File: src/rtl/alu_pkg.sv
// Shared definitions for alu_seq_nbit: ALU-control op codes and the sequencer state type.
package alu_pkg;

  localparam logic [2:0] ALU_AND   = 3'b000;
  localparam logic [2:0] ALU_OR    = 3'b001;
  localparam logic [2:0] ALU_ADD   = 3'b010;
  localparam logic [2:0] ALU_MULTU = 3'b011;
  localparam logic [2:0] ALU_DIVU  = 3'b100;
  localparam logic [2:0] ALU_SUB   = 3'b110;
  localparam logic [2:0] ALU_SLT   = 3'b111;

  typedef enum logic [1:0] {
    ST_IDLE = 2'd0,
    ST_MUL  = 2'd1,
    ST_DIV  = 2'd2
  } state_t;

endpackage

File: src/rtl/muldiv_iter.sv
// Iterative unsigned shift-add multiplier / restoring divider sharing one {acc,q} shift register.
// hi/lo present the register contents after the iteration performed this cycle.
module muldiv_iter #(
  parameter int WIDTH = 32
) (
  input  logic             clk,
  input  logic             reset,
  input  logic             load,
  input  logic             is_div,
  input  logic [WIDTH-1:0] a,
  input  logic [WIDTH-1:0] b,
  output logic [WIDTH-1:0] hi,
  output logic [WIDTH-1:0] lo,
  output logic             last
);

  localparam int CW = $clog2(WIDTH);

  logic [WIDTH-1:0] acc_reg, q_reg, opb_reg;
  logic [CW-1:0]    cnt_reg;
  logic             div_reg;

  logic [WIDTH:0]   add_a, add_b;
  logic             cin;
  logic [WIDTH+1:0] sum;
  logic [WIDTH-1:0] acc_next, q_next;

  // One WIDTH+1-bit adder: multiplicand add for MULTU, divisor subtract (carry = no borrow) for DIVU.
  always_comb begin
    add_a = {1'b0, acc_reg};
    add_b = '0;
    cin   = 1'b0;
    if (div_reg) begin
      add_a = {acc_reg, q_reg[WIDTH-1]};
      add_b = ~{1'b0, opb_reg};
      cin   = 1'b1;
    end else if (q_reg[0]) begin
      add_b = {1'b0, opb_reg};
    end
    sum = {1'b0, add_a} + {1'b0, add_b} + {{(WIDTH+1){1'b0}}, cin};

    if (div_reg) begin
      acc_next = sum[WIDTH+1] ? sum[WIDTH-1:0] : add_a[WIDTH-1:0];
      q_next   = {q_reg[WIDTH-2:0], sum[WIDTH+1]};
    end else begin
      acc_next = sum[WIDTH:1];
      q_next   = {sum[0], q_reg[WIDTH-1:1]};
    end
  end

  assign hi   = acc_next;
  assign lo   = q_next;
  assign last = (cnt_reg == CW'(WIDTH - 1));

  always_ff @(posedge clk) begin
    if (reset) begin
      acc_reg <= '0;
      q_reg   <= '0;
      opb_reg <= '0;
      div_reg <= 1'b0;
      cnt_reg <= '0;
    end else if (load) begin
      acc_reg <= '0;
      q_reg   <= a;
      opb_reg <= b;
      div_reg <= is_div;
      cnt_reg <= '0;
    end else begin
      acc_reg <= acc_next;
      q_reg   <= q_next;
      cnt_reg <= cnt_reg + 1'b1;
    end
  end

endmodule

File: src/rtl/alu_seq_nbit.sv
// Registered N-bit ALU (AND/OR/ADD/SUB/SLT) with optional iterative MULTU/DIVU into HI/LO.
// Define ALU_MULDIV_EN to build the multiply/divide unit; otherwise 011/100 act as reserved ops.
module alu_seq_nbit
  import alu_pkg::*;
#(
  parameter int WIDTH = 32
) (
  input  logic             clk,
  input  logic             reset,
  input  logic             start,
  input  logic [2:0]       op,
  input  logic [WIDTH-1:0] first,
  input  logic [WIDTH-1:0] second,
  output logic [WIDTH-1:0] result,
  output logic             zero,
  output logic             overflow,
  output logic [WIDTH-1:0] hi,
  output logic [WIDTH-1:0] lo,
  output logic             busy,
  output logic             done
);

  logic [WIDTH-1:0] b_eff, sum, sc_result, fin_result;
  logic             sub_op, add_ovf, sc_ovf, fin_ovf, finish, is_long_op;
  logic [WIDTH-1:0] result_reg;
  logic             zero_reg, overflow_reg, done_reg;

  always_comb begin
    sub_op  = (op == ALU_SUB) || (op == ALU_SLT);
    b_eff   = sub_op ? ~second : second;
    sum     = first + b_eff + {{(WIDTH-1){1'b0}}, sub_op};
    add_ovf = (first[WIDTH-1] == b_eff[WIDTH-1]) && (sum[WIDTH-1] != first[WIDTH-1]);

    sc_result = '0;
    sc_ovf    = 1'b0;
    case (op)
      ALU_AND: sc_result = first & second;
      ALU_OR:  sc_result = first | second;
      ALU_ADD, ALU_SUB: begin
        sc_result = sum;
        sc_ovf    = add_ovf;
      end
      // Sign corrected by overflow keeps the compare right across the wrap boundary.
      ALU_SLT: sc_result = {{(WIDTH-1){1'b0}}, sum[WIDTH-1] ^ add_ovf};
      default: sc_result = '0;
    endcase
  end

`ifdef ALU_MULDIV_EN
  state_t           state_reg, state_next;
  logic [WIDTH-1:0] hi_reg, lo_reg, iter_hi, iter_lo;
  logic             iter_last, load;

  assign is_long_op = (op == ALU_MULTU) || (op == ALU_DIVU);
  assign busy       = (state_reg != ST_IDLE);
  assign load       = start && !busy && is_long_op;
  assign finish     = busy && iter_last;
  assign fin_result = iter_lo;
  assign fin_ovf    = (state_reg == ST_MUL) && (iter_hi != '0);
  assign hi         = hi_reg;
  assign lo         = lo_reg;

  always_ff @(posedge clk) begin
    if (reset) state_reg <= ST_IDLE;
    else       state_reg <= state_next;
  end

  always_comb begin
    state_next = state_reg;
    case (state_reg)
      ST_IDLE: if (load) state_next = (op == ALU_MULTU) ? ST_MUL : ST_DIV;
      ST_MUL, ST_DIV: if (iter_last) state_next = ST_IDLE;
      default: state_next = ST_IDLE;
    endcase
  end

  muldiv_iter #(.WIDTH(WIDTH)) u_iter (
    .clk    (clk),
    .reset  (reset),
    .load   (load),
    .is_div (op == ALU_DIVU),
    .a      (first),
    .b      (second),
    .hi     (iter_hi),
    .lo     (iter_lo),
    .last   (iter_last)
  );

  always_ff @(posedge clk) begin
    if (reset) begin
      hi_reg <= '0;
      lo_reg <= '0;
    end else if (finish) begin
      hi_reg <= iter_hi;
      lo_reg <= iter_lo;
    end
  end
`else
  assign is_long_op = 1'b0;
  assign busy       = 1'b0;
  assign finish     = 1'b0;
  assign fin_result = '0;
  assign fin_ovf    = 1'b0;
  assign hi         = '0;
  assign lo         = '0;
`endif

  always_ff @(posedge clk) begin
    if (reset) begin
      result_reg   <= '0;
      zero_reg     <= 1'b1;
      overflow_reg <= 1'b0;
      done_reg     <= 1'b0;
    end else begin
      done_reg <= 1'b0;
      if (finish) begin
        result_reg   <= fin_result;
        zero_reg     <= (fin_result == '0);
        overflow_reg <= fin_ovf;
        done_reg     <= 1'b1;
      end else if (start && !busy && !is_long_op) begin
        result_reg   <= sc_result;
        zero_reg     <= (sc_result == '0);
        overflow_reg <= sc_ovf;
        done_reg     <= 1'b1;
      end
    end
  end

  assign result   = result_reg;
  assign zero     = zero_reg;
  assign overflow = overflow_reg;
  assign done     = done_reg;

endmodule

File: config.mk
export PLATFORM = sky130hd
export DESIGN_NAME = alu_seq_nbit
export DESIGN_NICKNAME = d
export VERILOG_FILES = /design/src/rtl/alu_pkg.sv /design/src/rtl/muldiv_iter.sv /design/src/rtl/alu_seq_nbit.sv
export SDC_FILE = /design/constraint.sdc
export NUM_CORES = 1
export LEC_CHECK = 0
export BUFFER_PORTS_ARGS = -buffer_cell sky130_fd_sc_hd__buf_2
export CAP_MARGIN = 20
export CORE_UTILIZATION = 40
export CTS_BUF_LIST = sky130_fd_sc_hd__clkbuf_4
export DETAILED_ROUTE_END_ITERATION = 10
export PLACE_DENSITY = 0.69
export SLEW_MARGIN = 15
export SYNTH_ARGS = -nofsm -noshare
export SYNTH_HDL_FRONTEND = slang
export SYNTH_SLANG_ARGS = --single-unit
File: constraint.sdc
create_clock -name clk -period 3.89 [get_ports clk]
set_input_delay 0.1945 -clock clk [delete_from_list [all_inputs] [get_ports clk]]
set_output_delay 0.1945 -clock clk [all_outputs]
set_load 0.005 [all_outputs]
== After elaboration in Yosys (flattened, before gate mapping) ==
Cells that the tools add are included.

* Input port bits: 70
* Logic and storage cells: 25
* Bits in registers: 35
* Output and inout port bits: 100

* Reductions and logical operators: 5
* Mux-type cells: 4
* Add/subtract/negate cells: 2
* Equality and inequality tests: 6
* Bitwise gates (word level): 4

{| class="wikitable"
|+ Operators by type and width
! cell !! number
|-
| one-hot mux 32 bit (4 select lines) || 1
|-
| adder 32 x 1 -> 32 bit || 1
|-
| adder 32 bit || 1
|-
| bitwise AND 32 bit || 1
|-
| logical NOT 32 bit || 1
|-
| 2-to-1 mux 32 bit || 1
|-
| NOT 32 bit || 1
|-
| OR 32 bit || 1
|-
| equality test 3 bit (second input constant) || 2
|-
| equality test 3 x 1 -> 1 bit (second input constant) || 1
|-
| equality test 3 x 2 -> 1 bit (second input constant) || 1
|-
| logical NOT 3 bit || 1
|-
| 2-to-1 mux 1 bit || 2
|-
| OR reduction 2 bit || 1
|-
| equality test 1 bit || 1
|-
| logical AND 1 bit || 1
|-
| logical OR 1 bit || 1
|-
| != test 1 bit || 1
|-
| bitwise XOR 1 bit || 1
|}

== Logic depth before layout (Yosys ltp) ==
* Depth after elaboration: 10
* Depth in mapped cells: 16
* Depth with buffers taken out: 14

== Worst setup path before layout ==
Ideal clock, no wire load.

* Kind: input -> register
* Start point: in op[1]
* End point: reg zero_reg (netlist: zero)
* Arrival: 3.690 ns
* Setup slack: 0.140 ns
* Stages on the path: 15
* Library setup time: 0.059 ns
* Path through: buf_4 -> nand2_4 -> buf_1 -> xnor2_1 -> ha_1 -> inv_1 -> o41ai_4 -> nor3_1 -> o21ai_1 -> a31oi_2 -> o41ai_4 -> a21oi_1 -> or3b_1 -> a2111oi_2 -> a221o_1

* Cells in the longest elaborated chain, start to end: 10
* Elaborated cells between the ends (all ways): 16

{| class="wikitable"
|+ RTL lines
! what !! RTL line !! RTL
|-
| start, declared || alu_seq_nbit.sv:11 || <nowiki>input logic [2:0] op,</nowiki>
|-
| equality test 3 bit || alu_seq_nbit.sv:29, alu_seq_nbit.sv:36 ||
|-
| logical OR 1 bit || alu_seq_nbit.sv:29 || <nowiki>sub_op = (op == ALU_SUB) || (op == ALU_SLT);</nowiki>
|-
| 2-to-1 mux 32 bit || alu_seq_nbit.sv:30 || <nowiki>b_eff = sub_op ? ~second : second;</nowiki>
|-
| adder 32 bit || alu_seq_nbit.sv:31 || <nowiki>sum = first + b_eff + {{(WIDTH-1){1'b0}}, sub_op};</nowiki>
|-
| adder 32 x 1 -> 32 bit || alu_seq_nbit.sv:31 ||
|-
| != test 1 bit || alu_seq_nbit.sv:32 || <nowiki>add_ovf = (first[WIDTH-1] == b_eff[WIDTH-1]) && (sum[WIDTH-1] != first[WIDTH-1]);</nowiki>
|-
| logical AND 1 bit || alu_seq_nbit.sv:32 ||
|-
| bitwise XOR 1 bit || alu_seq_nbit.sv:44 || <nowiki>ALU_SLT: sc_result = {{(WIDTH-1){1'b0}}, sum[WIDTH-1] ^ add_ovf};</nowiki>
|-
| one-hot mux 32 bit (4 select lines) (*) || alu_seq_nbit.sv:36 || <nowiki>case (op)</nowiki>
|-
| logical NOT 32 bit (*) || alu_seq_nbit.sv:123 || <nowiki>zero_reg <= (sc_result == '0);</nowiki>
|-
| end signal, assigned || alu_seq_nbit.sv:118 || <nowiki>zero_reg <= (fin_result == '0);</nowiki>
|-
| end signal, assigned || alu_seq_nbit.sv:123 ||
|-
| end, declared || alu_seq_nbit.sv:26 || <nowiki>logic zero_reg, overflow_reg, done_reg;</nowiki>
|}

Every way passes the cells marked *; elsewhere a longest branch is shown, timed or not.
A chain may end at the register's enable or synchronous reset.

== Worst setup path after layout ==
* Start point: in op[2]
* End point: reg zero_reg (netlist: zero)

Same word-level chain as after synthesis.

==> impl_metrics.csv <==
group,metric,value,unit
floorplanning,core_region_area,11610,um^2
place,place_congestion,0.9250,
logic_synthesis,synth_most_common_cell,"buf_4",
setup_path,rrSetupSlack,3.07,ns
flow_run,cap_viol_max_count,0,
power,finalPower,1.534,mW
setup_path,crit_end,"zero",
routing,drcViolationCount,13,
setup_path,crit_arrival,3.84,ns
sta,period_needed,3.531,ns
power,ir_drop,125.6,uV
floorplanning,die_area,12610,um^2
setup_path,reg2reg_from,"result[27]",
grt,grt_pass1_wl,22.43,mm
cells_and_area,largest_reg_flops,32,
routing,drt-total-wl,14.19,mm
power,power_density,280.9,nW/um^2
routing,drtIter0Drc,327,
setup_path,cp_slowest_cell,"a211oi_1",
grt,antenna_found_initial,0,
setup_path,path_cells,"buf_2 -> nand2_4 -> xnor2_1 -> ha_1 -> a31oi_1 -> nor3_1 -> buf_4 -> or3_1 -> a211oi_1 -> nand4_1 -> nor4_1 -> nand4_1 -> nor4b_1 -> and4_1 -> a221o_1",
routing,viasPerCell,5.514,
setup_path,critPathRequiredTime,4.20,ns
floorplanning,fp.dieW,112.3,um
routing,final_antenna_net_count,0,
logic_synthesis,synth_area,4867,um^2
logic_synthesis,ys_top_cells_by_count,"buf_4, nand2_1, nor2_1",
sta,relSlewSlack,44.69,%
floorplanning,die_y,112.3,um
cts,cts_resized,0,
place,port_buffers,104,
cells_and_area,diodes,0,
setup_path,cp_common_cell,"nand4_1",
routing,vias,4952,
floorplanning,io_pins,170,
logic_synthesis,synth_ff_type,"dfxtp_1",
setup_path,r2r-end,"result[27]",
cells_and_area,syn_to_final_growth,12.24,%
sta,setup_viol,0,
logic_synthesis,yosys-top-cells-area,"dfxtp_1, buf_4, ha_1, xnor2_1, maj3_1",
logic_synthesis,synth_edf_count,0,
worst_hold_path,min_path_type,"in2reg",
routing,routedWlPerCell,15.80,um
sta,rsz0062_at_grt,"false",
grt,grt_max_degree,52,
sta,worst_pin_slew,0.8265,ns
cells_and_area,layout-drive-gt1-share,20.79,%
logic_synthesis,avgSynthCellArea,7.442,um^2
sta,setup_ws,0.3588,ns
cts,cts_tree,"built",
cts,clk_pin_slew,0.13,ns
sta,post-route-period-util,90.78,%
sta,finClkSkew,0,ns
sta,drv_slew,0,
setup_path,worstSetupStartpointType,"input pin",
cts,h-tree-depth,2,
grt,grt_pass1_vias,4516,
floorplanning,rows,39,
logic_synthesis,async_flop_share,0,%
setup_path,cp-end-kind,"flip-flop",
cts,ctsHoldBuffers,0,
setup_path,crit_path_start,"op[2]",
power,p_leak,2.517,nW
routing,firstDrtPassIters,8,
grt,grt.overflow.total,0,
cts,cts-root-buf,"clkbuf_4",
cells_and_area,final_area,5463,um^2
cells_and_area,fillCellCount,1228,
logic_synthesis,yosysSeqAreaShare,14.40,%
place,place_area,5379,um^2
sta,max_freq,283.2,MHz
floorplanning,start_util,41.91,%
setup_path,worstPathMaxFanout,18,
logic_synthesis,synth_top_area_share,14.40,%
cells_and_area,finalCoreUtilization,47.04,%
status,status,"finished with violations",
place,hpwl,11.45,mm
grt,use_met2,36.31,%
cts,numCtsBuffers,5,
setup_path,crit_type,"in2reg",
cts,clkLatencyLatePin,0.34,ns
logic_synthesis,synthCells,654,
grt,top_usage_layer,"met2",
sta,hold_viol,0,
setup_path,ff2ff_path_depth,2,
cells_and_area,nets,861,
logic_synthesis,synth-seq-cells,35,
worst_hold_path,hp-start,"reset",
cts,cts_buffer_depth,2,
grt,grtUsageTotal,21.95,%
sta,tns,0,ns
status,violations,"DRC",
grt,grt_util_met3,2.700,%
logic_synthesis,yosysWarnings,0,
grt,grtUsageMet1,30.17,%
logic_synthesis,synth.distinct_cells,65,
logic_synthesis,yosys.area.top_type,"dfxtp_1",
setup_path,crit_path_max_incr_delay,0.42,ns
cts,postCtsSetupBuffers,0,
place,pre_cts_slack,0.01261,ns
cts,numClockSinks,35,
## worst max-delay path: cells and delay by family
family                     cells  cell delay, ns
xor gates and xnor gates       1            0.29
adders and majority gates      1            0.30
buffers and inverters          2            0.32
AOI/OAI and AO/OA              3            0.80
and+or+nand+nor                8            1.92
## worst min-delay path by stage
stage                 endpoint  cells after the start  slack, ns
floorplan           result[27]                      2       0.40
global placement      overflow                      2       0.46
detailed placement    overflow                      2       0.46
CTS                  result[8]                      2       0.30
global route              done                      2       0.36
finish               result[8]                      2       0.32
## per-stage QoR
step / hold WS, ns / cells
after CTS: 0.3034 / 898
after floorplan: 0.3990 / 718
after global placement: 0.4556 / 890
final: 0.3172 / 898
after global routing: 0.3585 / 898
after detailed placement: 0.4612 / 890
## layer usage
metal	wire length, um	part of all wire (%)
met1	6565	46
met2	6329	45
met3	973	6.9
met4	319	2.2
met5	0	0
## cells by family after synthesis
kind of cell               synth area share (%)
DFF                                       14.40
other                                   0.07705
and+or+nand+nor                           21.39
AOI/OAI and AO/OA                         25.37
adders and majority gates                 15.01
buffers and inverters                     14.04
muxes                                     1.440
xor gates and xnor gates                  8.278
## cells in the final DEF, fill, tap and decap left out, types with 8 or more instances in the layout
cell	Yosys	final
xnor2_1	37	37
ha_1	36	36
nand4_1	13	13
nor3_1	15	15
o31ai_1	10	10
buf_4	67	28
a211oi_1	18	18
a21o_1	10	10
a21oi_1	45	45
inv_1	12	12
buf_2	0	104
conb_1	1	65
nand3_1	8	8
nand2_1	66	66
dfxtp_1	35	35
xor2_1	9	9
maj3_1	26	26
nor2_1	59	59
o21ai_0	32	32
## cell type report
| type | instances | area (um^2) | area share (%) |
|---|---|---|---|
| Tap cell | 143 | 178.9 | 3.275 |
| Inverter | 12 | 45.04 | 0.8246 |
| Sequential cell | 35 | 700.7 | 12.83 |
| Timing Repair Buffer | 132 | 730.7 | 13.38 |
| Multi-Input combinational cell | 568 | 3724 | 68.16 |
| Clock inverter | 3 | 46.29 | 0.8475 |
| Clock buffer | 5 | 37.54 | 0.6871 |
## report_power, final
group | internal [mW] | switching (mW)
sequential | 0.385 | 0.0158
clock | 0.137 | 0.142
combinational | 0.348 | 0.506
(Power assumes the default switching activity.)
